$ cat src/rtl/mem_pkg.sv
// Shared types for the dmem load/store path: access sizes, LSU states and
// the alignment rule used to reject requests before they reach memory.
package mem_pkg;

  typedef enum logic [1:0] {
    SZ_BYTE = 2'd0,
    SZ_HALF = 2'd1,
    SZ_WORD = 2'd2,
    SZ_BAD  = 2'd3
  } size_e;

  typedef enum logic [1:0] {
    IDLE,
    ACCESS,
    WRITE,
    RESP
  } state_e;

  function automatic logic misaligned(input size_e size, input logic [1:0] off);
    case (size)
      SZ_BYTE: return 1'b0;
      SZ_HALF: return off[0];
      SZ_WORD: return |off;
      default: return 1'b1;
    endcase
  endfunction

endpackage

$ cat src/rtl/dmem_lsu_if.sv
// Request/response handshake from the MEM stage plus the single-port dmem bus.
interface dmem_lsu_if #(
  parameter int ADDR_W = 6,
  parameter int DATA_W = 32
);
  logic              req_valid;
  logic              req_ready;
  logic              req_we;
  logic [1:0]        req_size;
  logic              req_unsigned;
  logic [ADDR_W-1:0] req_addr;
  logic [DATA_W-1:0] req_wdata;
  logic              resp_valid;
  logic [DATA_W-1:0] resp_rdata;
  logic              resp_err;
  logic [ADDR_W-1:0] mem_addr;
  logic              mem_we;
  logic [DATA_W-1:0] mem_wdata;
  logic [DATA_W-1:0] mem_rdata;

  modport slave (
    input  req_valid, req_we, req_size, req_unsigned, req_addr, req_wdata, mem_rdata,
    output req_ready, resp_valid, resp_rdata, resp_err, mem_addr, mem_we, mem_wdata
  );

  modport master (
    output req_valid, req_we, req_size, req_unsigned, req_addr, req_wdata, mem_rdata,
    input  req_ready, resp_valid, resp_rdata, resp_err, mem_addr, mem_we, mem_wdata
  );
endinterface

$ cat src/rtl/lsu_lane.sv
// Little-endian byte-lane logic: extract+extend for loads, merge for
// sub-word stores. Purely combinational.
module lsu_lane
  import mem_pkg::*;
#(
  parameter int DATA_W = 32
) (
  input  size_e             size,
  input  logic              is_unsigned,
  input  logic [1:0]        off,
  input  logic [DATA_W-1:0] wdata,
  input  logic [DATA_W-1:0] rdata,
  output logic [DATA_W-1:0] load_data,
  output logic [DATA_W-1:0] merged
);

  logic [7:0]  byte_sel;
  logic [15:0] half_sel;

  always_comb begin
    byte_sel  = rdata[{off, 3'b000} +: 8];
    half_sel  = off[1] ? rdata[31:16] : rdata[15:0];
    load_data = rdata;
    merged    = wdata;
    case (size)
      SZ_BYTE: begin
        load_data = {{(DATA_W-8){byte_sel[7] & ~is_unsigned}}, byte_sel};
        merged    = rdata;
        merged[{off, 3'b000} +: 8] = wdata[7:0];
      end
      SZ_HALF: begin
        load_data = {{(DATA_W-16){half_sel[15] & ~is_unsigned}}, half_sel};
        merged    = rdata;
        if (off[1]) merged[31:16] = wdata[15:0];
        else        merged[15:0]  = wdata[15:0];
      end
      default: begin
        load_data = rdata;
        merged    = wdata;
      end
    endcase
  end

endmodule

$ cat src/rtl/dmem_lsu.sv
// Load/store initiator for the word-organised dmem: one outstanding request,
// read-modify-write for sub-word stores, extended sub-word loads.
module dmem_lsu
  import mem_pkg::*;
#(
  parameter int ADDR_W = 6,
  parameter int DATA_W = 32
) (
  input logic       clk,
  input logic       rst_n,
  dmem_lsu_if.slave bus
);

  state_e            state, state_nx;
  logic              we_q, uns_q, err_q;
  size_e             size_q;
  logic [ADDR_W-1:0] addr_q;
  logic [DATA_W-1:0] wdata_q, merge_q, rdata_q;
  logic [DATA_W-1:0] lane_load, lane_merged;
  logic              accept, bad_req, word_store;

  lsu_lane #(.DATA_W(DATA_W)) u_lane (
    .size        (size_q),
    .is_unsigned (uns_q),
    .off         (addr_q[1:0]),
    .wdata       (wdata_q),
    .rdata       (bus.mem_rdata),
    .load_data   (lane_load),
    .merged      (lane_merged)
  );

  always_comb begin
    accept     = (state == IDLE) && bus.req_valid;
    bad_req    = misaligned(size_e'(bus.req_size), bus.req_addr[1:0]);
    word_store = we_q && (size_q == SZ_WORD);
  end

  always_ff @(posedge clk or negedge rst_n) begin
    if (!rst_n) state <= IDLE;
    else        state <= state_nx;
  end

  always_comb begin
    state_nx = state;
    case (state)
      IDLE:    if (accept) state_nx = bad_req ? RESP : ACCESS;
      ACCESS:  state_nx = (we_q && !word_store) ? WRITE : RESP;
      WRITE:   state_nx = RESP;
      RESP:    state_nx = IDLE;
      default: state_nx = IDLE;
    endcase
  end

  // Write strobe comes from state alone so an async reset kills it at once.
  always_comb begin
    bus.req_ready  = (state == IDLE);
    bus.resp_valid = (state == RESP);
    bus.resp_rdata = rdata_q;
    bus.resp_err   = err_q;
    bus.mem_addr   = {addr_q[ADDR_W-1:2], 2'b00};
    bus.mem_we     = ((state == ACCESS) && word_store) || (state == WRITE);
    bus.mem_wdata  = '0;
    if (state == WRITE)                     bus.mem_wdata = merge_q;
    else if ((state == ACCESS) && word_store) bus.mem_wdata = wdata_q;
  end

  always_ff @(posedge clk or negedge rst_n) begin
    if (!rst_n) begin
      we_q    <= 1'b0;
      uns_q   <= 1'b0;
      size_q  <= SZ_BYTE;
      addr_q  <= '0;
      wdata_q <= '0;
      merge_q <= '0;
      rdata_q <= '0;
      err_q   <= 1'b0;
    end else begin
      case (state)
        IDLE: if (accept) begin
          we_q    <= bus.req_we;
          uns_q   <= bus.req_unsigned;
          size_q  <= size_e'(bus.req_size);
          addr_q  <= bus.req_addr;
          wdata_q <= bus.req_wdata;
          if (bad_req) begin
            rdata_q <= '0;
            err_q   <= 1'b1;
          end
        end
        ACCESS: begin
          err_q <= 1'b0;
          if (!we_q) begin
            rdata_q <= lane_load;
          end else begin
            rdata_q <= '0;
            merge_q <= lane_merged;
          end
        end
        default: ;
      endcase
    end
  end

endmodule

$ cat src/flat_wrapper.sv
// flat-port wrapper written by rule: the top's interface ports become plain ports
module dmem_lsu_flat import mem_pkg::*;
#(
  parameter int ADDR_W = 6,
  parameter int DATA_W = 32
)
  (clk, rst_n, bus_req_valid, bus_req_we, bus_req_size, bus_req_unsigned, bus_req_addr, bus_req_wdata, bus_mem_rdata, bus_req_ready, bus_resp_valid, bus_resp_rdata, bus_resp_err, bus_mem_addr, bus_mem_we, bus_mem_wdata);
  dmem_lsu_if #(.ADDR_W(ADDR_W), .DATA_W(DATA_W)) bus_i ();
  input logic clk;
  input logic rst_n;
  input wire logic [$bits(bus_i.req_valid)-1:0] bus_req_valid;
  input wire logic [$bits(bus_i.req_we)-1:0] bus_req_we;
  input wire logic [$bits(bus_i.req_size)-1:0] bus_req_size;
  input wire logic [$bits(bus_i.req_unsigned)-1:0] bus_req_unsigned;
  input wire logic [$bits(bus_i.req_addr)-1:0] bus_req_addr;
  input wire logic [$bits(bus_i.req_wdata)-1:0] bus_req_wdata;
  input wire logic [$bits(bus_i.mem_rdata)-1:0] bus_mem_rdata;
  output wire logic [$bits(bus_i.req_ready)-1:0] bus_req_ready;
  output wire logic [$bits(bus_i.resp_valid)-1:0] bus_resp_valid;
  output wire logic [$bits(bus_i.resp_rdata)-1:0] bus_resp_rdata;
  output wire logic [$bits(bus_i.resp_err)-1:0] bus_resp_err;
  output wire logic [$bits(bus_i.mem_addr)-1:0] bus_mem_addr;
  output wire logic [$bits(bus_i.mem_we)-1:0] bus_mem_we;
  output wire logic [$bits(bus_i.mem_wdata)-1:0] bus_mem_wdata;
  assign bus_i.req_valid = bus_req_valid;
  assign bus_i.req_we = bus_req_we;
  assign bus_i.req_size = bus_req_size;
  assign bus_i.req_unsigned = bus_req_unsigned;
  assign bus_i.req_addr = bus_req_addr;
  assign bus_i.req_wdata = bus_req_wdata;
  assign bus_i.mem_rdata = bus_mem_rdata;
  assign bus_req_ready = bus_i.req_ready;
  assign bus_resp_valid = bus_i.resp_valid;
  assign bus_resp_rdata = bus_i.resp_rdata;
  assign bus_resp_err = bus_i.resp_err;
  assign bus_mem_addr = bus_i.mem_addr;
  assign bus_mem_we = bus_i.mem_we;
  assign bus_mem_wdata = bus_i.mem_wdata;
  dmem_lsu #(.ADDR_W(ADDR_W), .DATA_W(DATA_W)) u_core (.clk(clk), .rst_n(rst_n), .bus(bus_i));
endmodule
$ cat config.mk
export PLATFORM = sky130hd
export DESIGN_NAME = dmem_lsu_flat
export DESIGN_NICKNAME = d
export VERILOG_FILES = /design/src/rtl/mem_pkg.sv /design/src/rtl/dmem_lsu_if.sv /design/src/rtl/lsu_lane.sv /design/src/rtl/dmem_lsu.sv /design/src/flat_wrapper.sv
export SDC_FILE = /design/constraint.sdc
export NUM_CORES = 1
export LEC_CHECK = 0
export BUFFER_PORTS_ARGS = -buffer_cell sky130_fd_sc_hd__buf_2
export CAP_MARGIN = 0
export CORE_MARGIN = 2
export CORE_UTILIZATION = 49
export CTS_CLUSTER_DIAMETER = 120
export DETAILED_ROUTE_END_ITERATION = 10
export HOLD_SLACK_MARGIN = 0.12
export PLACE_DENSITY = 0.8
export RECOVER_POWER = 100
export SKIP_LAST_GASP = 1
export SYNTH_ARGS = -nofsm -noshare
export SYNTH_HDL_FRONTEND = slang
export SYNTH_SLANG_ARGS = --single-unit
$ cat constraint.sdc
create_clock -name clk -period 2.35 [get_ports clk]
set_input_delay 0.235 -clock clk [delete_from_list [all_inputs] [get_ports clk]]
set_output_delay 0.235 -clock clk [all_outputs]
set_load 0.02 [all_outputs]
==> run metrics, run 1 <==
post-synthesis instance total 612; Cell Rows 41; Setup Crit Path Kind reg -> out; CP endpoint kind output port; DR WL/cell 19.55 um; worst skew pair latency 360 ps; Max stage delay on crit path 410 ps; sequential fraction of the synthesis area 43.96%; gpl congestion 0.9142; vias in the first global route 5560; die height 116.5 um; initial core utilization 49.77%; CTS tree built; I/O Pins 151; Fin. Hold Viols 0; drt pass-1 iters 6; mean area per synthesized cell 10.14 um^2; htree depth 3; via count 5637; antenna violations before repair 0; # nets final 860; Peak Freq 0.4459 GHz; via density per instance 5.927; Min Clock Period, post-route 2243 ps; Slew @ Worst Pin 930.5 ps; first-pass GRT wire length 28640 um; largest net degree at the start of global routing 57; Total GRT Usage 27.86%; mapped cell area 6205 um^2; register area 2729 um^2; Setup Skew 5.099 ps; CTS Sinks 109; slowest CP cell dfrtp_1; total of max-cap violations 0; Initial DRC Count 516; Die ar. 13580 um^2; number of port buffers 148; hold_ws 142.7 ps; final setup fails 0; Synth Register Bits 109; layout cell share with drive strength beyond 1 26.57%; Place WS 212.5 ps; Setup crit start u_core.state[1]; Clock Tree Buf Depth 2; Worst Reg-to-Reg Cells 4; Routed WL 18590 um; RSZ-0062 raised after global routing false; post-CTS setup buffers 0; crit path max fanout 33; grt ovf 0; pwr dens 1475 nW/um^2; CTS buffer count 9; setup ws final 107.4 ps; Reg-to-Reg End u_core.merge_q[1]; worst vdd ir 0.8814 mV; Worst slew margin 37.97%; Worst Hold Class in -> reg; setup TNS 0 ps; flop-to-flop setup slack 140 ps; crit path to bus_mem_wdata[2]; YS warnings 0; crit path cell chain inv_1 > ha_2 > and2_1 > a31oi_2 > buf_8 > nor2_1 > clkbuf_2; Setup crit start kind register; diode count 0; Final ANT Viol Nets 0; total core area 12470 um^2; Chip Width 116.5 um; Multi-input gate area 3129 um^2; P&R area growth vs syn 23.90%; FILL cells 1057; Final Cycle Share 95.43%; Unique masters post-synth 53; FF-to-FF Start u_core.size_q[0]; DPL Wire Length 13530 um; status finished clean; clock root cell clkbuf_16; clk slew on worst S/H paths 70 ps; Residual DRC 0; required time of the worst setup path 2120 ps; max-slew violations 0; critical path arrival 2010 ps; Pleak 3.408 nW
## layout by cell type (no fill, tap or decap), drive strengths merged, types with 3 or more instances in the layout
| cell | Yosys | routed |
|---|---|---|
| a221o | 22 | 22 |
| a22o | 32 | 32 |
| dlygate4sd3 | 0 | 40 |
| ha | 9 | 9 |
| nor3b | 5 | 5 |
| buf | 38 | 91 |
| nor2 | 97 | 97 |
| a221oi | 33 | 33 |
| o21ai | 30 | 30 |
| a32o | 8 | 8 |
| o31ai | 7 | 7 |
| nor2b | 3 | 3 |
| a21oi | 7 | 7 |
| mux2 | 51 | 51 |
| nand2b | 13 | 13 |
| inv | 9 | 9 |
| mux2i | 33 | 33 |
| clkinvlp | 0 | 3 |
| nor4b | 8 | 8 |
| dfrtp | 109 | 109 |
| clkbuf | 21 | 87 |
| nand2 | 49 | 49 |
| o22ai | 6 | 6 |
## power by group
group / internal [W] / leakage [nW] / switching, W / total (W)
Clock: 0.000937 / 0.148 / 0.000711 / 0.00165
Combinational: 0.00240 / 1.93 / 0.00358 / 0.00598
Sequential: 0.00278 / 1.33 / 0.000932 / 0.00371
## synth_stat cells, drive strengths merged
| cell type | n | area share, % |
|---|---|---|
| nor3b | 5 | 0.69 |
| ha | 9 | 1.8 |
| o21bai | 1 | 0.12 |
| nor2b | 3 | 0.30 |
| nor4bb | 2 | 0.32 |
| and3b | 1 | 0.14 |
| nand4b | 1 | 0.14 |
| nor3 | 2 | 0.16 |
| o22ai | 6 | 0.61 |
| clkbuf | 21 | 1.3 |
| nand2 | 49 | 3.0 |
| a221o | 22 | 3.5 |
| mux2i | 33 | 5.4 |
| a21o | 1 | 0.12 |
| or3 | 1 | 0.10 |
| a32o | 8 | 1.3 |
| o41ai | 1 | 0.14 |
| and2 | 1 | 0.10 |
| dfrtp | 109 | 44 |
| or2 | 2 | 0.20 |
| a41oi | 2 | 0.40 |
| nor4b | 8 | 1.1 |
| a31oi | 1 | 0.10 |
| o21ai | 30 | 2.5 |
| o31ai | 7 | 0.85 |
| or3b | 1 | 0.14 |
| o311ai | 2 | 0.28 |
| mux2 | 51 | 9.4 |
| nor2 | 97 | 5.9 |
| a221oi | 33 | 4.9 |
| a22o | 32 | 4.5 |
| a21oi | 7 | 0.63 |
| nand2b | 13 | 1.3 |
| buf | 38 | 3.8 |
| inv | 9 | 0.54 |
| nand3 | 1 | 0.081 |
| o21a | 1 | 0.12 |
| conb | 1 | 0.060 |
## final cells by class
type | instances | share of cell area [%]
clock buffer | 9 | 2.930
clock inverter | 7 | 1.302
inverter | 9 | 0.4395
multi-input combinational | 436 | 40.71
sequential | 109 | 35.50
tap | 172 | 2.799
timing repair buffer | 209 | 16.32
## worst min path at each step
stage,cells after the start,from,endpoint,slack [ps]
2_1_floorplan,0,rst_n,u_core.addr_q[0],-60
3_3_place_gp,1,rst_n,u_core.wdata_q[21],220
3_5_place_dp,1,rst_n,u_core.wdata_q[21],230
4_1_cts,2,bus_req_size[0],u_core.size_q[0],130
5_1_grt,2,bus_req_wdata[12],u_core.wdata_q[12],130
6_report,2,bus_req_wdata[12],u_core.wdata_q[12],140
## per-layer routing
metal	up-vias	track usage, %	wire length [um]
li1	2572	-	-
met1	2760	35.90	7511
met2	249	45.43	9103
met3	56	4.878	1264
met4	0	14.12	715
met5	-	0	0
## what timing repair did
action	in CTS	in global routing
hold buffers	40	0
endpoints found under the setup margin	5	25
endpoints found under the hold margin	73	0
gates resized for setup	1	2
## worst max-delay path, delay by kind of cell, from the launching register on
| kind | cells | cell delay (ps) |
|---|---|---|
| DFF | 1 | 410 |
| and+or+nand+nor | 2 | 360 |
| AOI/OAI and AO/OA | 1 | 110 |
| adders and majority gates | 1 | 240 |
| buffers and inverters | 3 | 520 |
## state kept, by name, summed over array words and instances (netlist names)
signal,count
u_core.uns_q,1
u_core.addr_q,6
u_core.bus.resp_err,1
u_core.wdata_q,32
u_core.we_q,1
u_core.state,2
u_core.size_q,2
u_core.merge_q,32
u_core.bus.resp_rdata,32
## logic make-up after synthesis
kind of cell / share of synthesized area (%)
fa+ha+maj: 1.815
flops: 43.96
compound gates: 20.15
buf+inv: 5.566
other cells: 0.06044
simple gates: 13.69
mux: 14.76
## stage by stage
| step | utilization, % | total power [W] | cell area, um^2 | instances |
|---|---|---|---|---|
| after global routing | 61.67 | 0.01210 | 7687 | 951 |
| after floorplan | - | 0.007997 | 6208 | 613 |
| after detailed placement | 56.66 | 0.009742 | 7063 | 895 |
| after global placement | 56.66 | 0.009490 | 7063 | 895 |
| final | 61.67 | 0.01134 | 7687 | 951 |
| after CTS | 62.51 | 0.01149 | 7792 | 951 |
Power figures use the tool's default switching activity.
==> run 2, diff against run 1 <==
--- a/config.mk
+++ b/config.mk
@@ -6,14 +6,13 @@
 export NUM_CORES = 1
 export LEC_CHECK = 0
 export BUFFER_PORTS_ARGS = -buffer_cell sky130_fd_sc_hd__buf_2
-export CAP_MARGIN = 0
 export CORE_MARGIN = 2
 export CORE_UTILIZATION = 49
 export CTS_CLUSTER_DIAMETER = 120
 export DETAILED_ROUTE_END_ITERATION = 10
 export HOLD_SLACK_MARGIN = 0.12
 export PLACE_DENSITY = 0.8
-export RECOVER_POWER = 100
+export RECOVER_POWER = 50
 export SKIP_LAST_GASP = 1
 export SYNTH_ARGS = -nofsm -noshare
 export SYNTH_HDL_FRONTEND = slang
==> run metrics, run 2 (synthesis gave the netlist of run 1 again) <==
status finished clean; Total GRT Usage 27.86%; Chip Width 116.5 um; crit path max fanout 33; critical path arrival 2000 ps; setup ws final 113.3 ps; htree depth 3; # nets final 860; RSZ-0062 raised after global routing false; DR WL/cell 19.54 um; via density per instance 6.002; largest net degree at the start of global routing 57; Min Clock Period, post-route 2237 ps; max-slew violations 0; initial core utilization 49.77%; final setup fails 0; gpl congestion 0.9142; clk slew on worst S/H paths 70 ps; layout cell share with drive strength beyond 1 27.34%; Clock Tree Buf Depth 2; CTS Sinks 109; Cell Rows 41; via count 5708; vias in the first global route 5560; total core area 12470 um^2; Slew @ Worst Pin 943.0 ps; commonest non-fill, non-tap cell in the layout buf_2; number of port buffers 148; Setup Crit Path Kind reg -> out; setup TNS 0 ps; pwr dens 1480 nW/um^2; DP Cell Count 895; clock root cell clkbuf_16; first-pass GRT wire length 28640 um; post-CTS setup buffers 0; Fin. Hold Viols 0; I/O Pins 151; fin cells 951; P&R area growth vs syn 24.66%; DPL Wire Length 13530 um; total of max-cap violations 0; drt pass-1 iters 5; diode count 0; Total Power 0.01145 W; Final ANT Viol Nets 0; Worst Hold Class in -> reg; FILL cells 1045; Initial DRC Count 511; worst vdd ir 0.8820 mV; most frequent cells in the layout buf_2 (110), dfrtp_1 (108), nor2_1 (96); required time of the worst setup path 2120 ps; grt ovf 0; Die ar. 13580 um^2; die height 116.5 um; antenna violations before repair 0; Final Cycle Share 95.18%; flop-to-flop setup slack 140 ps; Worst slew margin 37.14%; Pleak 3.455 nW; Residual DRC 0; Place WS 212.5 ps; Setup crit start kind register; CP endpoint kind output port; Setup Skew 5.242 ps; CTS buffer count 9; worst skew pair latency 360 ps; Routed WL 18590 um; CTS tree built; Peak Freq 0.4471 GHz
-- run 2: timing repair --
item	4_1_cts	5_1_grt
gates resized for setup	1	2
endpoints found under the hold margin	73	0
setup endpoints to repair	5	25
hold buffers	40	0
-- run 2: per-stage QoR --
step | utilization, % | cell area [um^2] | hold slack [ps]
floorplan | - | 6208 | -60.59
global placement | 56.66 | 7063 | 217.0
detailed placement | 56.66 | 7063 | 233.1
CTS | 62.51 | 7792 | 128.2
global route | 62.05 | 7735 | 130.7
finish | 62.05 | 7735 | 140.0
-- run 2: power breakdown --
group	internal [W]	total, W	switching [W]
sequential	0.00277	0.00372	0.000944
combinational	0.00248	0.00607	0.00360
clock	0.000937	0.00166	0.000720
total	0.00619	0.0114	0.00526
-- run 2: per-layer routing --
layer	global-route usage, %	up-vias	routed length, um
met1	35.90	2799	7505
met3	4.878	60	1338
li1	-	2571	-
met5	0	-	0
met4	14.12	0	774
met2	45.43	278	8970
-- run 2: final timing paths --
path,from,endpoint,cells past startpoint
worst min-delay path,bus_req_wdata[12],u_core.wdata_q[12],2
worst max register to register,u_core.size_q[0],u_core.merge_q[1],4
max in group asynchronous,rst_n,u_core.bus.resp_rdata[23],3
min in group asynchronous,rst_n,u_core.wdata_q[20],2
worst max-delay path,u_core.state[1],bus_mem_wdata[2],7
worst min register to register,u_core.merge_q[13],u_core.merge_q[13],2
-- run 2: final cells by class --
class	count	area [um^2]	share of cell area (%)
Clock buffer	9	225.2	2.912
Clock inverter	7	100.1	1.294
Inverter	9	33.78	0.4368
Multi-Input combinational cell	436	3149	40.71
Sequential cell	109	2729	35.28
Tap cell	172	215.2	2.782
Timing Repair Buffer	209	1282	16.58
-- run 2: critical path: stages (launching register included) --
cell	delay, ps
dfrtp_1	410
inv_1	130
ha_2	240
and2_1	180
a31oi_2	110
buf_8	190
nor2_1	180
buf_2	190
==> run 3, diff against run 2 <==
--- a/config.mk
+++ b/config.mk
@@ -5,9 +5,10 @@
 export SDC_FILE = /design/constraint.sdc
 export NUM_CORES = 1
 export LEC_CHECK = 0
+export ABC_AREA = 1
 export BUFFER_PORTS_ARGS = -buffer_cell sky130_fd_sc_hd__buf_2
 export CORE_MARGIN = 2
-export CORE_UTILIZATION = 49
+export CORE_UTILIZATION = 50
 export CTS_CLUSTER_DIAMETER = 120
 export DETAILED_ROUTE_END_ITERATION = 10
 export HOLD_SLACK_MARGIN = 0.12
==> run metrics, run 3 <==
Final Cycle Share 95.14%; Int Pwr 0.005570 W; Clock power frac 13.8%; DP Cell Count 1331; total of max-cap violations 0; Total GRT Usage 32.05%; synth top area cells dfrtp_1 (40%), nand2_1 (20%), o21ai_0 (8.5%); Initial DRC Count 580; Setup Crit Path Kind reg -> out; mapped cell area 6894 um^2; Total Power 0.01149 W; Setup Skew 10.35 ps; post-synthesis instance total 1042; Slew @ Worst Pin 982.5 ps; Post-synth EDFFs 0; drt pass-1 iters 5; via count 7500; top cells by count, synth nand2_1 (369), nor2_1 (130), o21ai_0 (117); post-CTS setup buffers 0; net load switching power 0.005923 W; post-route cell area 8383 um^2; Cell Rows 42; cell taking the most area after synthesis dfrtp_1; max-slew violations 0; clk slew on worst S/H paths 70 ps; share of the synthesized area in the top cell type 39.56%; Fin. Hold Viols 0; hold_ws 143.2 ps; Min Clock Period, post-route 2236 ps; Chip Width 121.4 um; initial core utilization 51.65%; clock root cell clkbuf_16; fin cells 1383; worst skew pair latency 360 ps; htree depth 3; pwr dens 1371 nW/um^2; DPL Wire Length 16610 um; worst vdd ir 0.8105 mV; sequential power share 30.1%; Residual DRC 0; Die ar. 14740 um^2; CTS Sinks 109; CTS tree built; CP endpoint kind output port; first-pass GRT wire length 35980 um; DR WL/cell 16.75 um; Post-synth ARST share 100.0%; Final ANT Viol Nets 0; Synth Register Bits 109; YS warnings 0; antenna violations before repair 0; mean area per synthesized cell 6.616 um^2; setup TNS 0 ps; Worst slew margin 34.50%; Clock Tree Buf Depth 2; layout cell share with drive strength beyond 1 16.90%; P&R area growth vs syn 21.60%; Pleak 4.238 nW; total core area 13350 um^2; number of port buffers 148; required time of the worst setup path 2120 ps; Peak Freq 0.4473 GHz; sequential fraction of the synthesis area 39.56%; FILL cells 1272; Primary FF master, synth dfrtp_1; crit path max fanout 28; grt ovf 0; Setup crit start kind register; status finished clean; Routed WL 23160 um; Unique masters post-synth 29; critical path arrival 2000 ps; commonest non-fill, non-tap cell in the layout nand2_1; largest net degree at the start of global routing 71; diode count 0; vias in the first global route 6834; die height 121.4 um; cell with the most instances after synthesis nand2_1; Comb power frac 56.2%; Sw Ratio 51.53%; # nets final 1289; via density per instance 5.423; RSZ-0062 raised after global routing false; placed cell areas 7759 um^2; gpl congestion 0.9900; most frequent cells in the layout nand2_1 (369), nor2_1 (130), o21ai_0 (114); CTS buffer count 9; final setup fails 0; I/O Pins 151; Worst Hold Class in -> reg
## run 3: cell count changes after synthesis, moves of 13 or more
cell and change:
nand2_1 +320, o21ai_0 +106, a21oi_1 +86, inv_1 +47, mux2_2 -47, nor2_1 +34
a221oi_1 -32, a22o_1 -32, mux2i_1 -32, nand3_1 +30, nand2_2 +26, a221o_1 -22
o21ai_1 -15, nand2b_1 -13
## run 3: cell families (layout without fill, tap and decap cells)
group | after synthesis | count (layout) | synth area share, %
AO/OA/AOI/OAI | 222 | 222 | 16.37
adder cells (fa/ha/maj) | 9 | 9 | 1.633
buffers and inverters | 128 | 292 | 8.258
flip-flops | 109 | 109 | 39.56
other | 1 | 2 | 0.05439
AND/OR/NAND/NOR | 573 | 573 | 34.12
## run 3: critical path, cell delays in order (launching register included)
cell,delay [ps]
dfrtp_1,410
inv_1,130
ha_2,270
nand2_2,80
inv_2,180
nand2_8,160
o21ai_1,200
buf_2,210
## run 3: final cells by class
type	instances	area (um^2)	share of cell area, %
multi-input cells	806	3617	43.15
clock inverters	4	47.55	0.5672
inverters	67	254.0	3.030
well taps	176	220.2	2.627
clock buffers	11	252.7	3.015
flip-flops and latches	109	2728	32.54
repair buffers	210	1264	15.07
## run 3: stage by stage
stage | worst slack (ps) | util, %
floorplan | 384.6 | -
global placement | 417.3 | 58.13
global route | 8.357 | 62.80
detailed placement | 279.8 | 58.13
CTS | 48.95 | 63.19
finish | 114.1 | 62.80
## run 3: power by group through the flow
stage	Clock (W)	Combinational, W	Sequential, W
2_1_floorplan	0	0.00448	0.00338
5_1_grt	0.00166	0.00717	0.00352
3_5_place_dp	0	0.00630	0.00343
4_1_cts	0.00159	0.00640	0.00341
6_report	0.00158	0.00646	0.00346
3_3_place_gp	0	0.00616	0.00342
## run 3: what timing repair did
item | in CTS | in global routing
hold endpoints to repair | 145 | 0
resized for setup | 1 | 5
pin swaps | 0 | 0
setup endpoints to repair | 27 | 27
hold buffers | 37 | 0
## run 3: routing by layer
| metal | routed length, um | vias to the layer above | track usage [%] |
|---|---|---|---|
| met4 | 632 | 0 | 9.986 |
| met1 | 9833 | 3472 | 44.22 |
| met5 | 0 | - | 0 |
| met2 | 10510 | 359 | 50.00 |
| li1 | - | 3629 | - |
| met3 | 2181 | 40 | 7.660 |
## run 3: final timing paths
kind | from | end | slack (ps) | cells after the start
worst max register to register | u_core.state[1] | u_core.bus.resp_rdata[4] | 240 | 9
worst max-delay path | u_core.state[1] | bus_mem_wdata[28] | 110 | 7
worst min register to register | u_core.addr_q[5] | u_core.addr_q[5] | 480 | 2
worst min-delay path | bus_req_wdata[2] | u_core.wdata_q[2] | 140 | 3
max in group asynchronous | rst_n | u_core.bus.resp_rdata[21] | 310 | 3
min in group asynchronous | rst_n | u_core.merge_q[7] | 490 | 2
